<file path="src/rtl/cpu_trace_buffer.sv">
// cpu_trace_buffer
//   Trace capture unit on the CPU writeback path. Every writeback taken while
//   capturing is stored as {pc, register index, data} in a circular buffer.
//   The buffer freezes on a PC-match trigger (after POST_TRIG further
//   writebacks) or on a halt_button rising edge. Freezing raises halt_req.
//   While halted, entries drain oldest-first over a valid/ready port.
//
// Optional feature macro: TRACE_TIMESTAMP_EN
//   When defined, a saturating cycle counter is added and stored with every
//   entry. The stored value is presented on rd_ts (TS_W bits).
//
// Ports:
//   clk          clock, rising edge
//   rst          asynchronous reset, active low
//   halt_button  manual halt level input (edge detected internally)
//   wb_en        writeback strobe
//   wb_idx       destination register index
//   wb_data      written value
//   pc           PC of the writing instruction
//   arm          pulse: clear buffer and start capture
//   trig_en      enables PC-match trigger
//   trig_pc      trigger PC
//   halt_req     high while HALTED
//   rd_valid     an entry is presented (HALTED only)
//   rd_ready     consumer accepts the entry
//   rd_pc        oldest entry PC
//   rd_idx       oldest entry register index
//   rd_data      oldest entry data
//   rd_ts        oldest entry timestamp (TRACE_TIMESTAMP_EN only)
//   count        entries held
//   overflow     sticky: an entry was overwritten since the last arm
//   state        0=IDLE 1=ARMED 2=TRIGGERED 3=HALTED

module cpu_trace_buffer #(
    parameter int unsigned PC_W      = 32,
    parameter int unsigned DATA_W    = 32,
    parameter int unsigned NREG      = 8,
    parameter int unsigned DEPTH     = 16,
    parameter int unsigned POST_TRIG = 4
`ifdef TRACE_TIMESTAMP_EN
    ,
    parameter int unsigned TS_W      = 16
`endif
) (
    input  logic                         clk,
    input  logic                         rst,
    input  logic                         halt_button,
    input  logic                         wb_en,
    input  logic [$clog2(NREG)-1:0]      wb_idx,
    input  logic [DATA_W-1:0]            wb_data,
    input  logic [PC_W-1:0]              pc,
    input  logic                         arm,
    input  logic                         trig_en,
    input  logic [PC_W-1:0]              trig_pc,
    output logic                         halt_req,
    output logic                         rd_valid,
    input  logic                         rd_ready,
    output logic [PC_W-1:0]              rd_pc,
    output logic [$clog2(NREG)-1:0]      rd_idx,
    output logic [DATA_W-1:0]            rd_data,
`ifdef TRACE_TIMESTAMP_EN
    output logic [TS_W-1:0]              rd_ts,
`endif
    output logic [$clog2(DEPTH+1)-1:0]   count,
    output logic                         overflow,
    output logic [1:0]                   state
);

    localparam int unsigned IDX_W = $clog2(NREG);
    localparam int unsigned AW    = $clog2(DEPTH);
    localparam int unsigned CNT_W = $clog2(DEPTH + 1);
    localparam int unsigned PT_W  = $clog2(DEPTH);

    typedef enum logic [1:0] {
        S_IDLE      = 2'd0,
        S_ARMED     = 2'd1,
        S_TRIGGERED = 2'd2,
        S_HALTED    = 2'd3
    } state_t;

    state_t             r_state;
    state_t             w_next_state;

    logic [AW-1:0]      r_wptr;
    logic [AW-1:0]      r_rptr;
    logic [CNT_W-1:0]   r_count;
    logic               r_overflow;
    logic [PT_W-1:0]    r_post;
    logic               r_hb_q;

    logic [PC_W-1:0]    r_mem_pc   [DEPTH];
    logic [IDX_W-1:0]   r_mem_idx  [DEPTH];
    logic [DATA_W-1:0]  r_mem_data [DEPTH];

    logic               w_hb_rise;
    logic               w_capturing;
    logic               w_cap;
    logic               w_pop;
    logic               w_match;
    logic               w_full;

    assign w_hb_rise   = halt_button & ~r_hb_q;
    assign w_capturing = (r_state == S_ARMED) || (r_state == S_TRIGGERED);
    // arm drops any coincident writeback or read handshake
    assign w_cap       = wb_en & w_capturing & ~arm;
    assign w_pop       = (r_state == S_HALTED) & (r_count != '0) & rd_ready & ~arm;
    assign w_match     = trig_en & wb_en & (pc == trig_pc);
    assign w_full      = (r_count == CNT_W'(DEPTH));

    // State register
    always_ff @(posedge clk or negedge rst) begin
        if (!rst) begin
            r_state <= S_IDLE;
        end else begin
            r_state <= w_next_state;
        end
    end

    // Next-state logic
    always_comb begin
        w_next_state = r_state;
        if (arm) begin
            w_next_state = S_ARMED;
        end else begin
            case (r_state)
                S_ARMED: begin
                    if (w_hb_rise) begin
                        w_next_state = S_HALTED;
                    end else if (w_match) begin
                        w_next_state = (POST_TRIG == 0) ? S_HALTED : S_TRIGGERED;
                    end
                end
                S_TRIGGERED: begin
                    // the capture that drains the post counter to zero freezes
                    if (w_hb_rise || (wb_en && (r_post == PT_W'(1)))) begin
                        w_next_state = S_HALTED;
                    end
                end
                default: w_next_state = r_state;
            endcase
        end
    end

    // Output logic
    always_comb begin
        state    = r_state;
        halt_req = (r_state == S_HALTED);
        rd_valid = (r_state == S_HALTED) && (r_count != '0);
        count    = r_count;
        overflow = r_overflow;
        rd_pc    = r_mem_pc[r_rptr];
        rd_idx   = r_mem_idx[r_rptr];
        rd_data  = r_mem_data[r_rptr];
    end

    // Pointers, occupancy, overflow, post-trigger counter, halt edge register
    always_ff @(posedge clk or negedge rst) begin
        if (!rst) begin
            r_wptr     <= '0;
            r_rptr     <= '0;
            r_count    <= '0;
            r_overflow <= 1'b0;
            r_post     <= '0;
            r_hb_q     <= 1'b0;
        end else begin
            r_hb_q <= halt_button;
            if (arm) begin
                r_wptr     <= '0;
                r_rptr     <= '0;
                r_count    <= '0;
                r_overflow <= 1'b0;
            end else begin
                if (w_cap) begin
                    r_wptr <= r_wptr + AW'(1);
                    if (w_full) begin
                        // oldest entry is overwritten; read side follows
                        r_rptr     <= r_rptr + AW'(1);
                        r_overflow <= 1'b1;
                    end else begin
                        r_count <= r_count + CNT_W'(1);
                    end
                end else if (w_pop) begin
                    r_rptr  <= r_rptr + AW'(1);
                    r_count <= r_count - CNT_W'(1);
                end
                if ((r_state == S_ARMED) && w_match) begin
                    r_post <= PT_W'(POST_TRIG);
                end else if ((r_state == S_TRIGGERED) && wb_en && (r_post != '0)) begin
                    r_post <= r_post - PT_W'(1);
                end
            end
        end
    end

    // Entry storage, not reset
    always_ff @(posedge clk) begin
        if (w_cap) begin
            r_mem_pc[r_wptr]   <= pc;
            r_mem_idx[r_wptr]  <= wb_idx;
            r_mem_data[r_wptr] <= wb_data;
        end
    end

`ifdef TRACE_TIMESTAMP_EN
    logic [TS_W-1:0] r_ts;
    logic [TS_W-1:0] r_mem_ts [DEPTH];

    always_ff @(posedge clk or negedge rst) begin
        if (!rst) begin
            r_ts <= '0;
        end else if (arm) begin
            r_ts <= '0;
        end else if (w_capturing && (r_ts != '1)) begin
            r_ts <= r_ts + TS_W'(1);
        end
    end

    always_ff @(posedge clk) begin
        if (w_cap) begin
            r_mem_ts[r_wptr] <= r_ts;
        end
    end

    assign rd_ts = r_mem_ts[r_rptr];
`endif

endmodule

</file>
<file path="config.mk">
export PLATFORM = sky130hd
export DESIGN_NAME = cpu_trace_buffer
export DESIGN_NICKNAME = d
export VERILOG_FILES = /design/src/rtl/cpu_trace_buffer.sv
export SDC_FILE = /design/constraint.sdc
export NUM_CORES = 1
export LEC_CHECK = 0
export ABC_CLOCK_PERIOD_IN_PS = 10700
export CAP_MARGIN = 20
export CORE_AREA = 5 5 273 275
export CTS_CLUSTER_DIAMETER = 120
export DETAILED_ROUTE_END_ITERATION = 10
export DIE_AREA = 0 0 278 280
export PLACE_DENSITY = 0.78
export SYNTH_ARGS = -nofsm -noshare
export SYNTH_HDL_FRONTEND = slang
export SYNTH_SLANG_ARGS = --single-unit
</file>
<file path="constraint.sdc">
create_clock -name clk -period 10.7 [get_ports clk]
set_input_delay 1.07 -clock clk [delete_from_list [all_inputs] [get_ports clk]]
set_output_delay 1.07 -clock clk [all_outputs]
set_load 0.01 [all_outputs]
</file>
# Word level (Yosys, flattened, before mapping)
# Memories as Yosys holds them, arrays and structs flattened.
# Index checks and enable logic that the tools add are counted.
# Widths: inputs -> output; s select.
# word_totals
elab_cells	76
input_bits	106
ram_bits	1072
ff_bits	21
mem_count	3
output_inout_bits	77
# mem_list
name	depth	word_bits	rd	rd_ports_with_merged_regs	wr	line_no	source
r_mem_data	16	32	1	0	1	93	logic [DATA_W-1:0] r_mem_data [DEPTH];
r_mem_pc	16	32	1	0	1	91	logic [PC_W-1:0] r_mem_pc [DEPTH];
r_mem_idx	16	3	1	0	1	92	logic [IDX_W-1:0] r_mem_idx [DEPTH];
# classes
muxes	22
n_reduce_logical	19
n_bitwise	10
eq_ne	10
addsub	5
# op_table
operator	count
$eq 32x32->1	1
$mux 4	8
$mux 5	4
$add 4x1->4 const B	2
$and 1x1->1	8
$mux 2	4
$reduce_and 2->1	4
$ne 3x2->1 const B	2
$reduce_bool 2->1	3
$reduce_bool 3->1	2
$add 5x1->5 const B	1
$eq 5x5->1 const B	1
$logic_and 1x1->1	5
$mux 1	5
$reduce_bool 5->1	1
$sub 5x1->5 const B	1
$eq 2x2->1 const B	2
$eq 4x1->1 const B	1
$ne 4x4->1 const B	1
$pmux 2 s2	1
$reduce_bool 4->1	1
$sub 4x1->4 const B	1
$ne 3x3->1 const B	1
$reduce_and 3->1	1
other kinds (3)	5

# Longest topological paths before layout
# depth
ltp_word	7
mapped_depth	11
mapped_depth_nobuf	10

# Worst setup path after synthesis
# OpenSTA, ideal clock, no wires.
# synth_path
path_type	input-to-reg
from	input port arm
to	memory r_mem_data[3][0], enable pin
n_path_buf	2
required_ps	10043
arrival_time_ps	7955
path_stages	4
path_slack_ps	2088
setup_time_ps	657
path_cell_list	clkbuf_1 > clkbuf_1 > nand2b_1 > nor4_1
# synth_via
elab_chain_len	4
# synth_rtl
element	line_no	source
from (decl)	52	input logic arm,
$not 1->1 (no source line)	n/a	
$and 1x1->1	105	assign w_cap = wb_en & w_capturing & ~arm;
$mux 1	197	if (w_cap) begin
$mux 1 (not written as such)	200	r_mem_data[r_wptr] <= wb_data;
to (decl)	93	
# No other way between the ends.

# Worst setup path in the final report
# layout_path
from	register r_rptr[0]
to	output port rd_data[18]
# layout_via
elab_chain_len	1
# layout_rtl
element	line_no	source
from (decl)	85	logic [AW-1:0] r_rptr;
from (signal assigned)	177	r_rptr <= r_rptr + AW'(1);
from (signal assigned)	183	r_rptr <= r_rptr + AW'(1);
$mem_v2 16x32	n/a	
to (decl)	60	output logic [DATA_W-1:0] rd_data,
# No other way between the ends.

==> impl_results.md <==
* HPWL after DPL at 47140 um
* Total count of hold-check failures in the final report at 0
* Drt via density at 6.510
* Highest Clock Rate at 165.8 MHz
* Number of register bits inferred by synthesis at 1093
* Capture point of the worst reg-to-reg path: r_mem_data[10][23]
* Portion of the post-synthesis area used by sequential elements at between 70% and 80%
* Worst-margin pin slew at 1.043 ns
* Vias in the first global route at 20200
* Net Count, Synth at around 1800
* Starting Density at around three fifths
* Leak at 14.82 nW
* CTS Hold Buffers Added at 0
* Detailed-route via count at roughly 19000
* Horizontal die dimension at 278 um
* FF-to-FF setup slack at ~6.4 ns
* Resized cells post-CTS at 0
* Mean post-synth cell area at 24.80 um^2
* Status: completed
* TritonCTS clock tree: yes
* Non-filler cells, final at 2982
* Antenna viol nets, final at 0
* Grt total ovfl at 0
* Final hold slack at 0.5317 ns
* Final cycle utilization of the critical path at a little under three fifths
* Fraction of final layout cells with drive strength greater than 1 at between 20% and 30%
* Area added between synthesis and finish at 15.31%
* Unrepaired setup endpoints after global routing: false
* CTS clock-pin slew for the worst setup and hold paths at about 0.060 ns
* Part of the total power dissipated in sequential elements at 46.5%
* Maximum buffer depth of the clock tree at 3
* Detailed Route Iter0 Violations at approximately 2300
* Cell Count Post-Placement at 2787
* Fin Setup TNS at 0 ns
* Min-delay worst type: reg2reg
* H-tree lvl count at 3
* Length of the first detailed-routing pass in iterations at 5
* Number of maximum-capacitance constraint violations at 0
* Maximum number of pins on one net before global-route repair at 106
* Post-detailed-route wirelength per cell at around 32 um
* Portion of total power attributed to the clock network at between 30% and 40%
* Floorplan core area at 72090 um^2
* Power per Cell Area at between 200 and 250 nW/um^2
* Number of distinct library cells after synthesis at 39
* Length in cells of the worst reg-to-reg path at 8
* Min Tclk post-route at 6.033 ns
* Skew final at between 0.03 and 0.04 ns
* Power spent charging and discharging nets at 0.002490 W
* Post-Syn Area at ~42000 um^2
* Antenna violations before repair at 6
* Filler cells at between 4000 and 5000
* Global-route wire length before repair at 139000 um
* Final weighted congestion of routability-driven global placement at 0.7751
* Critical Path Source Type: register
* Async set-reset flop share out of synthesis at 1.921%
* Number of nets in the finished design at 2054
* Buffers on Ports at 182
* Source-to-sink clock delay at the later pin of the worst-skew pair at roughly 0.66 ns
* Flip-flop cell with the highest count after synthesis: sky130_fd_sc_hd__edfxtp_1
* Root buf cell: sky130_fd_sc_hd__clkbuf_16
* DRC errors left at 0
* CP Data Required Time at just under 10 ns
* Total Routed Length at between 90000 and 100000 um
* Buffers inserted during post-CTS setup optimization at 0
* Synth Instances at 1694
* Sw Ratio at 23.91%
* Relative slew slack at around 30%
* Count of flip-flops with a built-in enable after synthesis at 1072
* Number of placement rows at 99
* Endpoint of the worst setup timing path: rd_data[18]
* Final count of pins violating max slew at 0
* Die height at ~280 um
* Element type at the critical path end: primary output
* Clock sink count at 1093
* Number of buffers created by CTS at 102
* Final setup violation count at 0
* I/O pin cnt at between 150 and 200
* Int Pwr at just under 0.008 W
* Die ar. at 77840 um^2
* Class of the most critical setup path: reg2out
* Part of the total power dissipated in combinational logic at ~18%
* Max rail drop VDD at 0.1392 mV
* Overall track demand over capacity in global routing at 24.50%
* Reg2Reg Launch Point: state[0]
* Critical-path maximum fanout at 105
* Start point of the critical path: r_rptr[0]
* Warnings, synthesis at 0
* CP Data Arrival Time at ~5 ns
-- power groups by stage --
stage,registers (W),clock network (W),logic (W)
6_report,0.00484,0.00370,0.00187
4_1_cts,0.00485,0.00375,0.00191
3_5_place_dp,0.00494,0,0.00187
2_1_floorplan,0.00486,0,0.00132
5_1_grt,0.00485,0.00395,0.00200
3_3_place_gp,0.00493,0,0.00184
-- cells in the final DEF (no fill, tap or decap), types with 3 or more instances in the layout --
| cell type | n |
|---|---|
| sky130_fd_sc_hd__nor3_1 | 4 |
| sky130_fd_sc_hd__clkbuf_1 | 10 |
| sky130_fd_sc_hd__nor2_1 | 14 |
| sky130_fd_sc_hd__clkinvlp_4 | 7 |
| sky130_fd_sc_hd__mux2_1 | 3 |
| sky130_fd_sc_hd__nand4_1 | 8 |
| sky130_fd_sc_hd__buf_4 | 34 |
| sky130_fd_sc_hd__a211oi_1 | 3 |
| sky130_fd_sc_hd__inv_6 | 3 |
| sky130_fd_sc_hd__clkdlybuf4s50_1 | 182 |
| sky130_fd_sc_hd__clkinv_8 | 3 |
| sky130_fd_sc_hd__nand2b_1 | 9 |
| sky130_fd_sc_hd__clkinv_4 | 8 |
| sky130_fd_sc_hd__diode_2 | 4 |
| sky130_fd_sc_hd__nor4_2 | 5 |
| sky130_fd_sc_hd__nor2_4 | 11 |
| sky130_fd_sc_hd__nor2b_1 | 3 |
| sky130_fd_sc_hd__a21o_1 | 4 |
| sky130_fd_sc_hd__xor2_1 | 6 |
| sky130_fd_sc_hd__nand3_1 | 4 |
| sky130_fd_sc_hd__or3_1 | 3 |
| sky130_fd_sc_hd__inv_1 | 10 |
| sky130_fd_sc_hd__clkinv_2 | 25 |
| sky130_fd_sc_hd__bufinv_16 | 15 |
| sky130_fd_sc_hd__mux4_2 | 335 |
| sky130_fd_sc_hd__a21oi_1 | 8 |
| sky130_fd_sc_hd__dfrtp_1 | 17 |
| sky130_fd_sc_hd__o21ai_0 | 4 |
| sky130_fd_sc_hd__ha_1 | 14 |
| sky130_fd_sc_hd__dfrtp_4 | 4 |
| sky130_fd_sc_hd__clkinv_1 | 15 |
| sky130_fd_sc_hd__a31oi_1 | 4 |
| sky130_fd_sc_hd__nand2_1 | 15 |
| sky130_fd_sc_hd__edfxtp_1 | 1072 |
| sky130_fd_sc_hd__xnor2_1 | 35 |
| sky130_fd_sc_hd__clkbuf_16 | 102 |
-- registers in the layout, summed over array words and instances (netlist names) --
signal      flops
r_mem_data    512
r_mem_pc      512
r_mem_idx      48
count           5
r_post          4
r_rptr          4
r_wptr          4
state           2
overflow        1
r_hb_q          1
-- Yosys cell counts, types with 6 or more instances --
cell type | count | area [um^2]
sky130_fd_sc_hd__edfxtp_1 | 1072 | 32190
sky130_fd_sc_hd__mux4_2 | 335 | 7545
sky130_fd_sc_hd__clkbuf_1 | 43 | 161.4
sky130_fd_sc_hd__xnor2_1 | 35 | 306.5
sky130_fd_sc_hd__nor2_1 | 25 | 93.84
sky130_fd_sc_hd__buf_6 | 21 | 236.5
sky130_fd_sc_hd__dfrtp_1 | 21 | 525.5
sky130_fd_sc_hd__nand2_1 | 15 | 56.30
sky130_fd_sc_hd__ha_1 | 14 | 175.2
sky130_fd_sc_hd__buf_2 | 13 | 65.06
sky130_fd_sc_hd__inv_1 | 10 | 37.54
sky130_fd_sc_hd__nand2b_1 | 9 | 56.30
sky130_fd_sc_hd__a21oi_1 | 8 | 40.04
sky130_fd_sc_hd__nand4_1 | 8 | 50.05
sky130_fd_sc_hd__buf_1 | 6 | 22.52
sky130_fd_sc_hd__nor4_1 | 6 | 37.54
sky130_fd_sc_hd__xor2_1 | 6 | 52.55
-- area by class of cell --
| type | count | area [um^2] | share of cell area [%] |
|---|---|---|---|
| Clock inverter | 77 | 849.6 | 1.754 |
| Multi-Input combinational cell | 508 | 8876 | 18.33 |
| Antenna cell | 4 | 10.01 | 0.02067 |
| Clock buffer | 113 | 2604 | 5.376 |
| Sequential cell | 1093 | 32730 | 67.58 |
| Timing Repair Buffer | 218 | 2125 | 4.387 |
| Inverter | 10 | 37.54 | 0.07750 |
| Tap cell | 959 | 1200 | 2.477 |
-- metal layers --
layer | global-route usage [%] | vias to the layer above | wire length, um
met5 | 0 | - | 46
li1 | - | 7795 | -
met1 | 34.91 | 10360 | 35740
met3 | 4.044 | 123 | 7984
met2 | 41.24 | 1131 | 48880
met4 | 5.718 | 8 | 1795
-- worst max-delay path, cell delays in order (launching register included) --
cell and delay, ns:
sky130_fd_sc_hd__dfrtp_4 0.88, sky130_fd_sc_hd__buf_12 0.71, sky130_fd_sc_hd__buf_4 0.87, sky130_fd_sc_hd__mux4_2 0.63, sky130_fd_sc_hd__mux4_2 0.53, sky130_fd_sc_hd__clkdlybuf4s50_1 0.52
-- worst min-delay path by stage --
| stage | start | end | slack (ns) | cells past startpoint |
|---|---|---|---|---|
| 2_1_floorplan | overflow | overflow | 0.53 | 2 |
| 3_3_place_gp | overflow | overflow | 0.50 | 2 |
| 3_5_place_dp | overflow | overflow | 0.51 | 2 |
| 4_1_cts | overflow | overflow | 0.53 | 2 |
| 5_1_grt | overflow | overflow | 0.57 | 2 |
| 6_report | overflow | overflow | 0.53 | 2 |
-- through the flow --
stage	instance area [um^2]	setup slack [ns]	utilization [%]	total power (W)
global route	48430	4.262	67.17	0.01080
global placement	44940	5.292	62.34	0.006770
CTS	48400	4.542	67.13	0.01051
finish	48430	4.667	67.18	0.01041
detailed placement	44940	5.266	62.34	0.006807
floorplan	42000	2.088	-	0.006184
-- kinds of logic (layout without fill, tap and decap cells) --
kind of cell | count (synthesis) | after routing | share of synthesized area (%)
AO/OA/AOI/OAI | 29 | 29 | 0.4528
XOR/XNOR | 41 | 41 | 0.8549
buffers and inverters | 93 | 418 | 1.245
multiplexers | 339 | 339 | 18.07
flip-flops | 1093 | 1093 | 77.89
AND/OR/NAND/NOR | 84 | 84 | 1.025
adder cells (fa/ha/maj) | 15 | 15 | 0.4647
other | 0 | 4 | 0
No activity file was read; power rests on OpenSTA's default activity.
